$ cat config.mk
export PLATFORM = sky130hd
export DESIGN_NAME = fetch_scheduler
export DESIGN_NICKNAME = d
export VERILOG_FILES = /design/src/rtl/fetch_scheduler_pkg.sv /design/src/rtl/fetch_scheduler_cmd_fifo.sv /design/src/rtl/fetch_scheduler.sv
export SDC_FILE = /design/constraint.sdc
export NUM_CORES = 1
export LEC_CHECK = 0
export ABC_AREA = 1
export CAP_MARGIN = 20
export CORE_MARGIN = 3
export CORE_UTILIZATION = 67
export DETAILED_ROUTE_END_ITERATION = 7
export DONT_BUFFER_PORTS = 1
export PLACE_DENSITY = 0.94
export SYNTH_ARGS = -nofsm -noshare
export SYNTH_HDL_FRONTEND = slang
export SYNTH_SLANG_ARGS = --single-unit
$ cat constraint.sdc
create_clock -name clk -period 9.57 [get_ports clk]
set_clock_uncertainty 0.05 [all_clocks]
set_input_delay 2.3925 -clock clk [delete_from_list [all_inputs] [get_ports clk]]
set_output_delay 2.3925 -clock clk [all_outputs]
set_load 0.005 [all_outputs]
$ cat src/rtl/fetch_scheduler_pkg.sv
// Shared definitions for the fetch scheduler: command layout, fetch type codes
// and scheduler FSM states.
package fetch_scheduler_pkg;

  localparam int TYPE_W = 8;
  localparam int SRC_W  = 16;
  localparam int DST_W  = 8;
  localparam int SEL_W  = 8;
  localparam int CNT_W  = 8;
  localparam int CMD_W  = TYPE_W + SRC_W + DST_W + SEL_W + CNT_W;

  localparam logic [TYPE_W-1:0] FETCH_TYPE_FEATURE = 8'h01;
  localparam logic [TYPE_W-1:0] FETCH_TYPE_WEIGHT  = 8'h02;
  localparam logic [TYPE_W-1:0] FETCH_TYPE_SCALER  = 8'h03;

  typedef enum logic [1:0] {
    ST_IDLE  = 2'd0,
    ST_ISSUE = 2'd1,
    ST_WAIT  = 2'd2
  } sched_state_e;

  // Field order matches the 48-bit FIFO entry {type,src,dst,mem_sel,counter}.
  typedef struct packed {
    logic [TYPE_W-1:0] fetch_type;
    logic [SRC_W-1:0]  src_addr;
    logic [DST_W-1:0]  dst_addr;
    logic [SEL_W-1:0]  mem_sel;
    logic [CNT_W-1:0]  counter;
  } fetch_cmd_t;

  function automatic logic is_legal_type(input logic [TYPE_W-1:0] t);
    return (t == FETCH_TYPE_FEATURE) || (t == FETCH_TYPE_WEIGHT) || (t == FETCH_TYPE_SCALER);
  endfunction

endpackage

$ cat src/rtl/fetch_scheduler_cmd_fifo.sv
// Show-ahead synchronous command FIFO: head is valid whenever empty is low,
// pop simply advances it. DEPTH must be a power of two.
module fetch_cmd_fifo
  import fetch_scheduler_pkg::*;
#(
  parameter int DEPTH = 4
) (
  input  logic                   clk,
  input  logic                   rst,
  input  logic                   push,
  input  fetch_cmd_t             push_data,
  input  logic                   pop,
  output fetch_cmd_t             head,
  output logic                   full,
  output logic                   empty,
  output logic [$clog2(DEPTH):0] level
);

  localparam int AW = $clog2(DEPTH);
  localparam int LW = AW + 1;

  fetch_cmd_t      mem [DEPTH];
  logic [AW-1:0]   wr_ptr;
  logic [AW-1:0]   rd_ptr;
  logic [LW-1:0]   count;
  logic            do_push;
  logic            do_pop;

  assign do_push = push && !full;
  assign do_pop  = pop && !empty;

  // NOTE: the storage array is deliberately left out of reset; only the
  // pointers and count define which entries are meaningful.
  always_ff @(posedge clk) begin
    if (do_push) begin
      mem[wr_ptr] <= push_data;
    end
  end

  // NOTE: sequential state is always updated with non-blocking assignments so
  // every register samples pre-edge values regardless of statement order.
  always_ff @(posedge clk or negedge rst) begin
    if (!rst) begin
      wr_ptr <= '0;
      rd_ptr <= '0;
      count  <= '0;
    end else begin
      if (do_push) wr_ptr <= wr_ptr + 1'b1;
      if (do_pop)  rd_ptr <= rd_ptr + 1'b1;
      case ({do_push, do_pop})
        2'b10:   count <= count + 1'b1;
        2'b01:   count <= count - 1'b1;
        default: count <= count;
      endcase
    end
  end

  assign head  = mem[rd_ptr];
  assign empty = (count == '0);
  assign full  = (count == LW'(DEPTH));
  assign level = count;

endmodule

$ cat src/rtl/fetch_scheduler.sv
// Queues fetch commands and issues them one at a time to the feature or
// weight/scaler fetch unit, holding each until its unit reports done.
// Optional WAIT watchdog is built when FETCH_TIMEOUT_EN is defined.
module fetch_scheduler
  import fetch_scheduler_pkg::*;
#(
  parameter int QUEUE_DEPTH    = 4,
  parameter int TIMEOUT_CYCLES = 1024
) (
  input  logic                         clk,
  input  logic                         rst,
  input  logic                         cmd_valid,
  output logic                         cmd_ready,
  input  logic [TYPE_W-1:0]            cmd_type,
  input  logic [SRC_W-1:0]             cmd_src_addr,
  input  logic [DST_W-1:0]             cmd_dst_addr,
  input  logic [SEL_W-1:0]             cmd_mem_sel,
  input  logic [CNT_W-1:0]             cmd_counter,
  output logic                         feature_fetch_enable,
  output logic                         weight_fetch_enable,
  output logic                         scaler_fetch_enable,
  output logic [TYPE_W-1:0]            fetch_type,
  output logic [SRC_W-1:0]             fetch_src_addr,
  output logic [DST_W-1:0]             fetch_dst_addr,
  output logic [SEL_W-1:0]             fetch_mem_sel,
  output logic [CNT_W-1:0]             fetch_counter,
  input  logic                         feature_fetch_done,
  input  logic                         weight_fetch_done,
  output logic [$clog2(QUEUE_DEPTH):0] queue_level,
  output logic                         sched_idle,
  output logic                         err_illegal,
  output logic                         stray_done,
  output logic                         timeout_err
);

  sched_state_e state;
  sched_state_e state_nxt;
  fetch_cmd_t   push_cmd;
  fetch_cmd_t   head;
  fetch_cmd_t   op_q;
  logic         fifo_full;
  logic         fifo_empty;
  logic         pop;
  logic         issue;
  logic         illegal_hit;
  logic         timeout_hit;
  logic         await_feature;
  logic         await_weight;
  logic         done_match;
  logic         stray_hit;
  logic         wd_expired;

  assign cmd_ready = !fifo_full;
  assign push_cmd  = '{fetch_type: cmd_type, src_addr: cmd_src_addr, dst_addr: cmd_dst_addr,
                       mem_sel: cmd_mem_sel, counter: cmd_counter};

  fetch_cmd_fifo #(
    .DEPTH (QUEUE_DEPTH)
  ) u_cmd_fifo (
    .clk       (clk),
    .rst       (rst),
    .push      (cmd_valid && cmd_ready),
    .push_data (push_cmd),
    .pop       (pop),
    .head      (head),
    .full      (fifo_full),
    .empty     (fifo_empty),
    .level     (queue_level)
  );

  // In WAIT the bus always holds a legal type, so scaler falls to the weight unit.
  assign await_feature = (state == ST_WAIT) && (op_q.fetch_type == FETCH_TYPE_FEATURE);
  assign await_weight  = (state == ST_WAIT) && (op_q.fetch_type != FETCH_TYPE_FEATURE);
  assign done_match    = (feature_fetch_done && await_feature) || (weight_fetch_done && await_weight);
  assign stray_hit     = (feature_fetch_done && !await_feature) || (weight_fetch_done && !await_weight);

`ifdef FETCH_TIMEOUT_EN
  logic [15:0] wd_count;

  always_ff @(posedge clk or negedge rst) begin
    if (!rst) begin
      wd_count <= '0;
    end else if (state == ST_ISSUE) begin
      wd_count <= '0;
    end else if (state == ST_WAIT) begin
      wd_count <= wd_count + 16'd1;
    end
  end

  assign wd_expired = (state == ST_WAIT) && (wd_count == 16'(TIMEOUT_CYCLES - 1));
`else
  assign wd_expired = 1'b0;
`endif

  always_ff @(posedge clk or negedge rst) begin
    if (!rst) begin
      state <= ST_IDLE;
    end else begin
      state <= state_nxt;
    end
  end

  // NOTE: every combinational output gets a default before the case so no
  // path through the block leaves a variable unassigned (no latches).
  always_comb begin
    state_nxt   = state;
    pop         = 1'b0;
    issue       = 1'b0;
    illegal_hit = 1'b0;
    timeout_hit = 1'b0;
    case (state)
      ST_IDLE: begin
        if (!fifo_empty) begin
          pop = 1'b1;
          if (is_legal_type(head.fetch_type)) begin
            state_nxt = ST_ISSUE;
          end else begin
            illegal_hit = 1'b1;
          end
        end
      end
      ST_ISSUE: begin
        issue     = 1'b1;
        state_nxt = ST_WAIT;
      end
      ST_WAIT: begin
        if (done_match) begin
          state_nxt = ST_IDLE;
        end else if (wd_expired) begin
          timeout_hit = 1'b1;
          state_nxt   = ST_IDLE;
        end
      end
      default: state_nxt = ST_IDLE;
    endcase
  end

  // Operand bus is captured on every pop and then held; units sample it only
  // while their enable is high.
  always_ff @(posedge clk or negedge rst) begin
    if (!rst) begin
      op_q                 <= '0;
      feature_fetch_enable <= 1'b0;
      weight_fetch_enable  <= 1'b0;
      scaler_fetch_enable  <= 1'b0;
      err_illegal          <= 1'b0;
      stray_done           <= 1'b0;
      timeout_err          <= 1'b0;
      sched_idle           <= 1'b1;
    end else begin
      if (pop) op_q <= head;
      feature_fetch_enable <= issue && (op_q.fetch_type == FETCH_TYPE_FEATURE);
      weight_fetch_enable  <= issue && (op_q.fetch_type == FETCH_TYPE_WEIGHT);
      scaler_fetch_enable  <= issue && (op_q.fetch_type == FETCH_TYPE_SCALER);
      err_illegal          <= illegal_hit;
      stray_done           <= stray_hit;
      timeout_err          <= timeout_hit;
      sched_idle           <= (state == ST_IDLE) && fifo_empty;
    end
  end

  assign fetch_type     = op_q.fetch_type;
  assign fetch_src_addr = op_q.src_addr;
  assign fetch_dst_addr = op_q.dst_addr;
  assign fetch_mem_sel  = op_q.mem_sel;
  assign fetch_counter  = op_q.counter;

endmodule
==> impl_metrics.csv <==
group,metric,value,unit
layout,drive_above_1_share,7.05,%
pwr,power.static_leakage,3.84,nW
logic_synthesis,synthCells,770,
pwr,power_switching,1.30,mW
critical_path,setup.worst_path.start,"u_cmd_fifo.level[0]",
timing,setup_viol,0,
critical_path,worstSetupEndpoint,"cmd_ready",
global_routing,grt_pass1_vias,6281,
clocking,cts_resized,0,
clocking,cts_tree,"built",
clocking,cts_max_path_buffers,3,
detailed_routing,routed_wl,21400,um
die,row_count,43,
logic_synthesis,seq_area_frac_synth,75.9,%
global_routing,grt_max_degree,99,
clocking,ctsRootBufferMaster,"clkbuf_16",
critical_path,crit_path_start_kind,"flip-flop",
timing,hold_viol,0,
critical_path,crit_path_end_kind,"primary output",
outcome,outcome,"finished, final reports clean",
timing,rsz0062_at_grt,"no",
detailed_routing,drc,0,
critical_path,critPathMaxFanout,4,
pwr,swShare,35.0,%
clocking,path_clk_slew,0.06,ns
pwr,power_density,350,mW/mm^2
pwr,total_power,3.72,mW
critical_path,crit_type,"flip-flop to primary output",
die,num_io_pins,112,
timing,tightest_slew,1.10,ns
timing,fmax,272,MHz
die,dieArea,0.0159,mm^2
pwr,combPwrFrac,24.6,%
job,drv_cap,0,
global_routing,gr-total-overflow,0,
clocking,cts.sinks,255,
logic_synthesis,yosys_warnings,0,
timing,layout_min_cycle_time,3.68,ns
worst_hold_path,hp-class,"flip-flop to flip-flop",
global_routing,grt_pass1_wl,33500,um
critical_path,r2r-start,"state[0]",
clocking,clk_latency,0.52,ns
layout,syn_to_final_growth,9.81,%
timing,max_slew_margin,26.7,%
critical_path,r2r_setup_slack,6.33,ns
clocking,hold_buffers,0,
detailed_routing,drtIter0Drc,866,
critical_path,cp.required,7.13,ns
global_routing,grt_usage,27.1,%
logic_synthesis,synth_area,0.00968,mm^2
logic_synthesis,synth.top_cell.area_share,59.6,%
die,initial_core_util,69.2,%
critical_path,r2r-end,"u_cmd_fifo.level[2]",
layout,antenna_cells,0,
detailed_routing,ant_nets,0,
clocking,cts_setup_buffers,0,
layout,utilization,76.0,%
pwr,sequentialPowerShare,47.9,%
die,die_x,126,um
placement,port_buffers,0,
clocking,htree_levels,1,
layout,fillers,743,
placement,dp_hpwl,11300,um
detailed_routing,vias_per_cell,6.34,
worst_hold_path,hp-start,"u_cmd_fifo.mem[1][13]",
logic_synthesis,synth-seq-cells,255,
pwr,ir_drop,0.000233,V
logic_synthesis,yosysUniqueCellTypes,28,
logic_synthesis,synth_top_area_cell,"edfxtp_1",
placement,gp_congestion,0.806,
pwr,p_clk_share,27.4,%
layout,nets,820,
pwr,p_int,2.42,mW
detailed_routing,vias,6084,
detailed_routing,wl_per_cell,22.3,um
timing,period_share,38.5,%
logic_synthesis,synth_area_leaders,"edfxtp_1 (60%), dfrtp_1 (16%), nor2_1 (8.3%)",
die,core,0.0140,mm^2
die,die_h,126,um
logic_synthesis,synthesis.nets,829,
critical_path,critical_path_arrival,1.24,ns
logic_synthesis,avgSynthCellArea,12.6,um^2
detailed_routing,drt-pass1-iter-count,5,
clocking,cts_buffers,25,
timing,slew_violations,0,
critical_path,rr_worst_depth,10,
timing,setup-tns-final,0,ns
global_routing,antenna_found_initial,0,
-- cells by family after synthesis --
kind of cell | synth area share [%]
compound gates | 7.57
xor+xnor | 0.362
fa+ha+maj | 0.853
buf+inv | 2.96
flops | 75.9
other cells | 0.0387
simple gates | 12.4
-- synthesized netlist by cell type --
| cell type | instances |
|---|---|
| nand3b_1 | 1 |
| nor2_1 | 215 |
| ha_1 | 5 |
| inv_2 | 1 |
| buf_6 | 3 |
| a21oi_1 | 3 |
| edfxtp_1 | 192 |
| nor4_1 | 1 |
| fa_1 | 1 |
| buf_1 | 8 |
| dfrtp_1 | 62 |
| o21ai_0 | 92 |
| nand4_1 | 2 |
| conb_1 | 1 |
| nor3_1 | 2 |
| inv_1 | 19 |
| nand3_1 | 23 |
| dfstp_2 | 1 |
| buf_4 | 1 |
| xnor2_1 | 1 |
| xor2_1 | 3 |
| inv_4 | 1 |
| o211ai_1 | 1 |
| nor2_2 | 2 |
| a31oi_1 | 40 |
| buf_2 | 20 |
| nand2_1 | 60 |
| clkbuf_1 | 9 |
-- state kept, by name, indices dropped and copies added, names as in the netlist, 3 cells and up --
register          count
u_cmd_fifo.mem      192
fetch_src_addr       16
fetch_counter         8
fetch_dst_addr        8
fetch_mem_sel         8
fetch_type            8
u_cmd_fifo.level      3
-- power groups by stage --
| stage | clock, mW | sequential [mW] | combinational [mW] |
|---|---|---|---|
| after floorplan | 0 | 1.64 | 0.768 |
| after global placement | 0 | 1.77 | 0.811 |
| after detailed placement | 0 | 1.79 | 0.882 |
| after CTS | 1.03 | 1.78 | 0.912 |
| after global routing | 1.07 | 1.81 | 1.04 |
| final | 1.02 | 1.78 | 0.916 |
-- worst min-delay path by stage --
stage / end / slack (ns) / depth (start not counted)
2_1_floorplan: u_cmd_fifo.level[0] / 0.44 / 1
3_3_place_gp: u_cmd_fifo.level[0] / 0.46 / 1
3_5_place_dp: fetch_mem_sel[2] / 0.48 / 2
4_1_cts: fetch_mem_sel[2] / 0.49 / 2
5_1_grt: fetch_src_addr[3] / 0.52 / 2
6_report: fetch_mem_sel[5] / 0.49 / 2
-- critical path: stages (launching register included) --
cell	delay, ns
dfrtp_1	0.43
inv_1	0.16
nand3_1	0.13
-- cell type report --
class | instances | area [um^2] | area share, %
timing repair buffer | 5 | 37.5 | 0.353
sequential | 255 | 7350 | 69.1
clock inverter | 13 | 171 | 1.61
multi-input combinational | 453 | 2080 | 19.6
clock buffer | 33 | 686 | 6.45
inverter | 21 | 81.3 | 0.765
tap | 180 | 225 | 2.12
-- cell usage in the layout, fill, tap and decap left out, types with 5 or more instances in the layout --
master,count
inv_1,18
nand3_1,23
dfrtp_1,60
clkbuf_1,5
nand2_1,60
a31oi_1,40
ha_1,5
clkbuf_16,25
o21ai_0,92
nor2_1,211
edfxtp_1,192
buf_4,5
-- through the flow --
stage / worst slack, ns / hold slack [ns] / cells / cell area (um^2)
floorplan: 4.48 / 0.439 / 770 / 9680
global placement: 5.49 / 0.459 / 914 / 9770
detailed placement: 5.39 / 0.481 / 914 / 9770
CTS: 5.88 / 0.494 / 960 / 10600
global route: 5.78 / 0.520 / 960 / 10600
finish: 5.89 / 0.492 / 960 / 10600
-- per-layer routing --
metal  track usage, %  vias up  wire, um
met3             6.36       65      2040
li1                 -     2665         -
met1             32.9     2991      7490
met5                0        -         0
met4             11.7        0       756
met2             46.8      363     11100
Note: power is estimated with default switching activity, not from simulation.
==> RTL edit, RTL diff (config.mk and constraints unchanged) <==
Encoding of `sched_state_e`: now one-hot (3 bits for 3 states).
--- a/src/rtl/fetch_scheduler_pkg.sv
+++ b/src/rtl/fetch_scheduler_pkg.sv
@@ -13,10 +13,10 @@
   localparam logic [TYPE_W-1:0] FETCH_TYPE_WEIGHT  = 8'h02;
   localparam logic [TYPE_W-1:0] FETCH_TYPE_SCALER  = 8'h03;
 
-  typedef enum logic [1:0] {
-    ST_IDLE  = 2'd0,
-    ST_ISSUE = 2'd1,
-    ST_WAIT  = 2'd2
+  typedef enum logic [2:0] {
+    ST_IDLE  = 3'b001,
+    ST_ISSUE = 3'b010,
+    ST_WAIT  = 3'b100
   } sched_state_e;
 
   // Field order matches the 48-bit FIFO entry {type,src,dst,mem_sel,counter}.
Formal check against the unedited RTL: no difference found for any inputs over 4 cycles, from zero or initial values and one cycle with rst low; so few cycles prove little.
==> RTL edit against the unedited design <==
- critical endpoint is now u_cmd_fifo.mem[1][23]
- global-route usage is 1.0 points lower
- sequential cell count is 1 higher
- hold slack worse by 0.58 ps
- synthesized area is 0.79% higher
- cell area is 0.22% lower
- worst setup slack worse by 1.2 ps
- wire length is 3.7% lower
- total power is 1.9% lower
==> RTL edit: results (changes against the unedited design) <==
status finished, final reports clean (unchanged); final cell count without fillers 970 (was 960); slew margin rel. 0.304 (was 0.267); gp weighted congestion 0.869 (was 0.806); Cell variety after synth 27 (was 28); vias in the first global route 6079 (was 6281); Leakage 0.00382 uW (was 0.00384 uW); Syn Nets 840 (was 829); Initial DRC Count 553 (was 866); fraction of the mapped netlist area in adder cells 0.00846 (was 0.00853); Critical Path Slowest Stage Cell buf_4 (was dfrtp_1); Worst Hold Class register to register (unchanged); Clock Path Buffers 3 (unchanged); share of cells above drive strength 1 0.0684 (was 0.0705); metal3 WL 2.12 mm (was 2.04 mm); Post-synth top cells 218 x nor2_1, 192 x edfxtp_1, 91 x o21ai_0, 66 x nand2_1, 62 x dfrtp_1 (was 215 x nor2_1, 192 x edfxtp_1, 92 x o21ai_0, 62 x dfrtp_1, 60 x nand2_1); GRT Total Usage 0.260 (was 0.271); Worst VDD drop 0.000210 V (was 0.000233 V); DR WL met2 10.6 mm (was 11.1 mm); met1 usage 0.327 (was 0.329); first-pass GRT wire length 32.6 mm (was 33.5 mm); data arrival time of the worst path 3790 ps (was 1240 ps); Placed Instances 925 (was 914); Nets 831 (was 820); met1 WL 7.28 mm (was 7.49 mm); kind of cell with the highest combined delay on the critical path simple AND/OR/NAND/NOR gates (was flip-flops); dpl hpwl 11.4 mm (was 11.3 mm); Synth Area in XOR/XNOR 0.00359 (was 0.00362); Seq/Total Area, Yosys 0.755 (was 0.759); switching share of power 0.359 (was 0.350); met3 GRT Util 0.0749 (was 0.0636); Total Wirelength 20.6 mm (was 21.4 mm); Placement Setup Slack 5360 ps (was 5390 ps); Tot Pwr 3650 uW (was 3720 uW); largest net degree at the start of global routing 99 (unchanged); Area contributors post-synth edfxtp_1 59%, dfrtp_1 16%, nor2_1 8.4%, o21ai_0 4.7%, a31oi_1 2.6% (was edfxtp_1 60%, dfrtp_1 16%, nor2_1 8.3%, o21ai_0 4.8%, a31oi_1 2.6%); GR Util met2 0.440 (was 0.468); crit-path max cell delay 540 ps (was 430 ps); clock group power 912 uW (was 1020 uW); Compound-Gate Fraction of Synth Area 0.0741 (was 0.0757); fraction of registers with async set/reset 0.250 (was 0.247); critical path peak fanout 35 (was 4); placed cell areas 9850 um2 (was 9770 um2); vias after detailed routing 6038 (was 6084)
## RTL edit: cell types whose count changed after synthesis, moves of 2 or more
cell and delta:
inv_1 +4, nor2_1 +3, nand2_1 +6, buf_4 +5, buf_2 -3, nor2_2 -2
## RTL edit: worst paths after layout
path,slack (ps),start,depth (start not counted),end
setup / recovery,5890,cmd_valid,3,u_cmd_fifo.mem[1][23]
hold / removal,490,state[2],3,sched_idle
setup reg to reg,6580,state[0],11,u_cmd_fifo.level[2]
hold reg to reg,490,state[2],3,sched_idle
max in group asynchronous,7750,rst,0,sched_idle
min in group asynchronous,1520,rst,0,fetch_type[3]
## RTL edit: cell type report
| class | instances | area [um2] |
|---|---|---|
| Sequential cell | 256 | 7370 |
| Fill cell | 758 | 3440 |
| Multi-Input combinational cell | 459 | 2110 |
| Clock buffer | 33 | 666 |
| Tap cell | 180 | 225 |
| Clock inverter | 12 | 95.1 |
| Inverter | 24 | 92.6 |
| Timing Repair Buffer | 6 | 45.0 |
